$ cat src/rtl/game_round_ctrl.sv
// Round sequencer for the two-player sequence-matching game.
// Replays an LFSR-generated target sequence that grows by one value per round,
// collects both players' commits under a per-step timeout, pulses Allow to the
// external player-sum adder and compares the returned 4-bit sum with the target.
module game_round_ctrl #(
  parameter int MAX_LEN     = 8,
  parameter int SHOW_CYCLES = 4,
  parameter int TIMEOUT     = 16,
  parameter int TW          = 8
) (
  input  logic          Clock,
  input  logic          Reset_n,
  input  logic          Start,
  input  logic [3:0]    Seed,
  input  logic          P1_Valid,
  input  logic          P2_Valid,
  input  logic [3:0]    Sum,
  output logic          Allow,
  output logic          Show_En,
  output logic [3:0]    Show_Val,
  output logic [3:0]    Step,
  output logic [3:0]    Round,
  output logic [TW-1:0] Time_Left,
  output logic          Busy,
  output logic          Win,
  output logic          Lose
);

  localparam int SCW = (SHOW_CYCLES > 1) ? $clog2(SHOW_CYCLES) : 1;

  typedef enum logic [2:0] {
    S_IDLE,
    S_SHOW,
    S_INPUT,
    S_CHECK,
    S_WIN,
    S_LOSE
  } state_t;

  state_t          state_reg, state_next;
  logic [3:0]      lfsr_reg, lfsr_next;
  logic [3:0]      seed_reg, seed_next;
  logic [3:0]      step_reg, step_next;
  logic [3:0]      round_reg, round_next;
  logic [SCW-1:0]  show_cnt_reg, show_cnt_next;
  logic [TW-1:0]   time_left_reg, time_left_next;
  logic            p1_flag_reg, p1_flag_next;
  logic            p2_flag_reg, p2_flag_next;
  logic            busy_reg, busy_next;
  logic            win_reg, win_next;
  logic            lose_reg, lose_next;

  // x^4 + x^3 + 1: maximal length 15, the all-zero state is never reached
  function automatic logic [3:0] lfsr_adv(input logic [3:0] q);
    return {q[2:0], q[3] ^ q[2]};
  endfunction

  // State and datapath registers; reset returns everything to the idle values
  always_ff @(posedge Clock or negedge Reset_n) begin
    if (!Reset_n) begin
      state_reg     <= S_IDLE;
      lfsr_reg      <= 4'd1;
      seed_reg      <= 4'd1;
      step_reg      <= 4'd0;
      round_reg     <= 4'd0;
      show_cnt_reg  <= '0;
      time_left_reg <= '0;
      p1_flag_reg   <= 1'b0;
      p2_flag_reg   <= 1'b0;
      busy_reg      <= 1'b0;
      win_reg       <= 1'b0;
      lose_reg      <= 1'b0;
    end else begin
      state_reg     <= state_next;
      lfsr_reg      <= lfsr_next;
      seed_reg      <= seed_next;
      step_reg      <= step_next;
      round_reg     <= round_next;
      show_cnt_reg  <= show_cnt_next;
      time_left_reg <= time_left_next;
      p1_flag_reg   <= p1_flag_next;
      p2_flag_reg   <= p2_flag_next;
      busy_reg      <= busy_next;
      win_reg       <= win_next;
      lose_reg      <= lose_next;
    end
  end

  // Next-state logic, datapath updates and the combinational display/Allow decode
  always_comb begin
    state_next     = state_reg;
    lfsr_next      = lfsr_reg;
    seed_next      = seed_reg;
    step_next      = step_reg;
    round_next     = round_reg;
    show_cnt_next  = show_cnt_reg;
    time_left_next = time_left_reg;
    p1_flag_next   = p1_flag_reg;
    p2_flag_next   = p2_flag_reg;

    if (Start) begin
      // Start restarts from any state; a zero seed would lock the LFSR
      seed_next      = (Seed == 4'd0) ? 4'd1 : Seed;
      lfsr_next      = seed_next;
      step_next      = 4'd0;
      round_next     = 4'd0;
      show_cnt_next  = '0;
      time_left_next = '0;
      p1_flag_next   = 1'b0;
      p2_flag_next   = 1'b0;
      state_next     = S_SHOW;
    end else begin
      case (state_reg)
        S_SHOW: begin
          if (show_cnt_reg == SCW'(SHOW_CYCLES - 1)) begin
            show_cnt_next = '0;
            if (step_reg == round_reg) begin
              // Whole sequence shown: replay it from the seed for the players
              lfsr_next      = seed_reg;
              step_next      = 4'd0;
              time_left_next = TW'(TIMEOUT);
              state_next     = S_INPUT;
            end else begin
              lfsr_next = lfsr_adv(lfsr_reg);
              step_next = step_reg + 4'd1;
            end
          end else begin
            show_cnt_next = show_cnt_reg + SCW'(1);
          end
        end
        S_INPUT: begin
          p1_flag_next = p1_flag_reg | P1_Valid;
          p2_flag_next = p2_flag_reg | P2_Valid;
          // Completion wins over expiry when both happen on the same edge
          if (p1_flag_next && p2_flag_next) begin
            time_left_next = '0;
            state_next     = S_CHECK;
          end else if (time_left_reg == TW'(1)) begin
            time_left_next = '0;
            state_next     = S_LOSE;
          end else begin
            time_left_next = time_left_reg - TW'(1);
          end
        end
        S_CHECK: begin
          p1_flag_next = 1'b0;
          p2_flag_next = 1'b0;
          if (Sum == lfsr_reg) begin
            if (step_reg < round_reg) begin
              step_next      = step_reg + 4'd1;
              lfsr_next      = lfsr_adv(lfsr_reg);
              time_left_next = TW'(TIMEOUT);
              state_next     = S_INPUT;
            end else if (round_reg == 4'(MAX_LEN - 1)) begin
              state_next = S_WIN;
            end else begin
              round_next    = round_reg + 4'd1;
              step_next     = 4'd0;
              lfsr_next     = seed_reg;
              show_cnt_next = '0;
              state_next    = S_SHOW;
            end
          end else begin
            state_next = S_LOSE;
          end
        end
        default: begin
          // IDLE, WIN and LOSE hold until Start
        end
      endcase
    end

    busy_next = (state_next == S_SHOW) || (state_next == S_INPUT) || (state_next == S_CHECK);
    win_next  = (state_next == S_WIN);
    lose_next = (state_next == S_LOSE);

    Allow    = (state_reg == S_CHECK);
    Show_En  = (state_reg == S_SHOW);
    Show_Val = (state_reg == S_SHOW) ? lfsr_reg : 4'd0;
  end

  assign Step      = step_reg;
  assign Round     = round_reg;
  assign Time_Left = time_left_reg;
  assign Busy      = busy_reg;
  assign Win       = win_reg;
  assign Lose      = lose_reg;

endmodule

$ cat config.mk
export PLATFORM = sky130hd
export DESIGN_NAME = game_round_ctrl
export DESIGN_NICKNAME = d
export VERILOG_FILES = /design/src/rtl/game_round_ctrl.sv
export SDC_FILE = /design/constraint.sdc
export NUM_CORES = 1
export LEC_CHECK = 0
export CAP_MARGIN = 10
export CORE_UTILIZATION = 55
export DETAILED_ROUTE_END_ITERATION = 16
export PLACE_DENSITY = 0.92
export SYNTH_ARGS = -nofsm -noshare
export SYNTH_HDL_FRONTEND = slang
export SYNTH_SLANG_ARGS = --single-unit
export TNS_END_PERCENT = 30
$ cat constraint.sdc
create_clock -name Clock -period 4.8 [get_ports Clock]
set_input_delay 0.48 -clock Clock [delete_from_list [all_inputs] [get_ports Clock]]
set_output_delay 0.48 -clock Clock [all_outputs]
set_load 0.005 [all_outputs]
==> results.rst <==
.. list-table::
   :header-rows: 1

   * - Metric
     - Value
   * - Total DRC errors in the routed layout
     - 0
   * - Postcts setup bufs
     - 0
   * - Detail-routed via count per cell
     - 5.93
   * - Slew at the pin closest to its max-slew limit
     - 881 ps
   * - Weighted congestion at the end of routability-driven global placement
     - 0.910
   * - Worst reg2reg path depth
     - 7
   * - Clk sinks
     - 34
   * - Period minus WS final
     - 2710 ps
   * - Initial Utilization
     - 0.593
   * - Number of detailed-routing iterations run before antenna repair
     - 7
   * - Commonest cells after routing, fill and taps aside
     - clkdlybuf4s50_1, dfrtp_1, nor2_1, nand2_1, inv_1
   * - Flip-flop and latch count after synthesis
     - 34
   * - Worst min path class
     - flip-flop to flip-flop
   * - Synthesized Nets
     - 247
   * - HPWL Detailed
     - 3.39 mm
   * - Fraction of the cycle the final worst path needs
     - 0.565
   * - Hold Crit Start
     - seed_reg[0]$_DFFE_PN1P_
   * - Clock Skews
     - 5.99 ps
   * - Number of pins with negative max-slew slack in the final report
     - 0
   * - Largest net degree at the start of global routing
     - 35
   * - Number of buffers between clock root and the deepest sink
     - 2
   * - Total negative setup slack
     - 0 ps
   * - Final setup viols
     - 0
   * - Post-synthesis instance area
     - 0.00206 sq mm
   * - Count of unique library cells instantiated by Yosys
     - 48
   * - CTS buffer count
     - 5
   * - RSZ-0062 raised after global routing
     - no
   * - GRT Residual Overflow
     - 0
   * - Portion of synthesized cell area occupied by the leading cell type
     - 0.389
   * - Register-to-register path setup slack
     - 2360 ps
   * - Cell count after synthesis
     - 225
   * - Internal power
     - 0.661 mW
   * - # rows
     - 21
   * - WP data required
     - 4320 ps
   * - Die area
     - 0.00399 sq mm
   * - Count of warnings emitted by yosys
     - 0
   * - Number of flip-flops in the largest register
     - 8
   * - Placeable core region
     - 0.00347 sq mm
   * - Ys flop type
     - dfrtp_1
   * - Final hold violations
     - 0
   * - Chip Height
     - 63.2 microns
   * - Final routed wire length divided by cell count
     - 15.4 microns
   * - Layout cells sized above 1
     - 0.0943
   * - Sequential cell fraction of total power
     - 0.384
   * - Number of DRC markers after the initial detailed-route iteration
     - 189
   * - Critical R2R Launch
     - Step[1]$_DFFE_PN0P_
   * - Port Buffers
     - 37
   * - Vias in the first global route
     - 1846
   * - Crit Path Max Fanout
     - 9
   * - Antenna diode instance count
     - 0
   * - Signal arrival time at the worst endpoint
     - 2230 ps
   * - Leakage Power
     - 1.19 nW
   * - P_sw
     - 0.372 mW
   * - Status
     - complete, no violations
   * - Proportion of register bits with asynchronous set or reset after synthesis
     - 1.00
   * - Number of cells on the worst hold path
     - 2
   * - Post-CTS Hold Fix Bufs
     - 0
   * - Area grow syn2layout
     - 24.1%
   * - Fraction of power consumed by the clock network
     - 0.217
   * - DRT Wirelength
     - 4.78 mm
   * - End of the worst hold path
     - seed_reg[0]$_DFFE_PN1P_
   * - Max IR drop VDD
     - 242 uV
   * - EDFF count, synth
     - 0
   * - Quantity of gates resized following cts
     - 0
   * - Average cell area after synthesis
     - 9.15 sq um
   * - Total Routing Usage GR
     - 0.274
   * - Filler Cell Count
     - 250
   * - Most common cell after layout, fill and taps aside
     - clkdlybuf4s50_1
   * - Top cells by area in the synthesized netlist
     - dfrtp_1, ha_1, nand2_1
   * - Fin nets
     - 286
   * - Clock input transition at the sequential cells of the worst setup and hold paths
     - 70 ps
   * - Number of top-level pins
     - 38
   * - CP Capture Type
     - primary output
   * - Overall via count from detail_route
     - 1843
   * - CTS Root Buffer Type
     - clkbuf_8
   * - Endpoint of the worst-slack reg-to-reg timing path
     - show_cnt_reg[0]$_DFFE_PN0P_
   * - Total power per unit cell area
     - 405 mW/mm^2
   * - Max Clock Freq
     - 369 MHz
   * - Top cell type by total area after synthesis
     - dfrtp_1
   * - Kind of start point of the critical path
     - flip-flop
   * - First-pass GRT wire length
     - 8.58 mm
   * - Insertion delay of the later-clocked pin in the worst-skew pair
     - 300 ps
   * - Share of power burned in combinational logic
     - 0.400
   * - Die W
     - 63.2 microns
   * - Worst Path Class, Setup
     - flip-flop to primary output
   * - Reported max-cap violation count
     - 0
   * - Switching fraction of total power
     - 0.360
   * - Max-Slew Margin vs Limit
     - 0.411
   * - Post-layout util
     - 0.736
   * - TritonCTS clock tree
     - yes
   * - Initial antenna violation count
     - 0
   * - Number of antenna-violating nets in the routed design
     - 0
   * - Sequential element share of the synthesized area
     - 0.415
   * - Depth of the CTS H-tree
     - 2
metal layers:
metal | routed length [microns] | part of all wire | GRT usage | vias to the layer above
li1 | - | - | - | 867
met1 | 2160 | 0.45 | 0.354 | 899
met3 | 190 | 0.040 | 0.0417 | 14
met2 | 2300 | 0.48 | 0.452 | 63
met5 | 0 | 0 | 0 | -
met4 | 123 | 0.026 | 0.128 | 0
cells by family after synthesis:
kind of cell,count (synthesis),synth area share
and+or+nand+nor,82,0.199
adders and majority gates,9,0.0547
xor gates and xnor gates,12,0.0511
muxes,8,0.0468
buffers and inverters,25,0.0517
DFF,34,0.415
AOI/OAI and AO/OA,55,0.182
how the worst max path moves through the flow:
stage	startpoint	endpoint	cells after the start
2_1_floorplan	Step[1]$_DFFE_PN0P_	lfsr_reg[1]$_DFFE_PN0P_	7
3_3_place_gp	Start	lfsr_reg[1]$_DFFE_PN0P_	4
3_5_place_dp	Sum[3]	show_cnt_reg[0]$_DFFE_PN0P_	7
4_1_cts	state_reg[2]$_DFF_PN0_	Show_Val[0]	4
5_1_grt	state_reg[2]$_DFF_PN0_	Show_Val[0]	4
6_report	state_reg[2]$_DFF_PN0_	Show_Val[0]	4
synth_stat cells, types with 4 or more instances:
cell type and instances:
dfrtp_1 32, nand2_1 24, nor2_1 24, inv_1 17, a21oi_1 13, o21ai_0 10, ha_1 9, xnor2_1 8
o21ai_1 7, nand3_1 6, nor3_1 5, and2_1 4, and3_1 4, mux2i_1 4, o221ai_1 4, xor2_1 4
area by class of cell:
type	count	area, sq um	share of cell area
sequential	34	853	0.334
tap	46	57.6	0.0225
clock buffer	6	82.6	0.0323
inverter	19	71.3	0.0279
timing repair buffer	38	378	0.148
multi-input combinational	166	1100	0.430
clock inverter	2	12.5	0.00490
critical path, cell delays in order (launching register included):
cell             delay [ps]
dfrtp_1                 490
nand2b_1                300
nor2_1                  440
and2_1                  200
clkdlybuf4s50_1         500
stage by stage:
stage	setup slack (ps)	cell area, sq um	hold WS [ps]	power [mW]	std cells
3_5_place_dp	2260	2460	462	0.806	303
4_1_cts	2090	2550	475	1.03	311
3_3_place_gp	2330	2460	459	0.794	303
6_report	2090	2550	477	1.03	311
5_1_grt	1920	2550	522	1.10	311
2_1_floorplan	2640	2060	184	0.654	225
power groups by stage:
stage | logic [mW] | clock network (mW) | registers (mW)
6_report | 0.413 | 0.224 | 0.396
5_1_grt | 0.459 | 0.240 | 0.403
4_1_cts | 0.411 | 0.225 | 0.394
3_5_place_dp | 0.407 | 0 | 0.399
3_3_place_gp | 0.397 | 0 | 0.396
2_1_floorplan | 0.278 | 0 | 0.376
(Power assumes the default switching activity.)
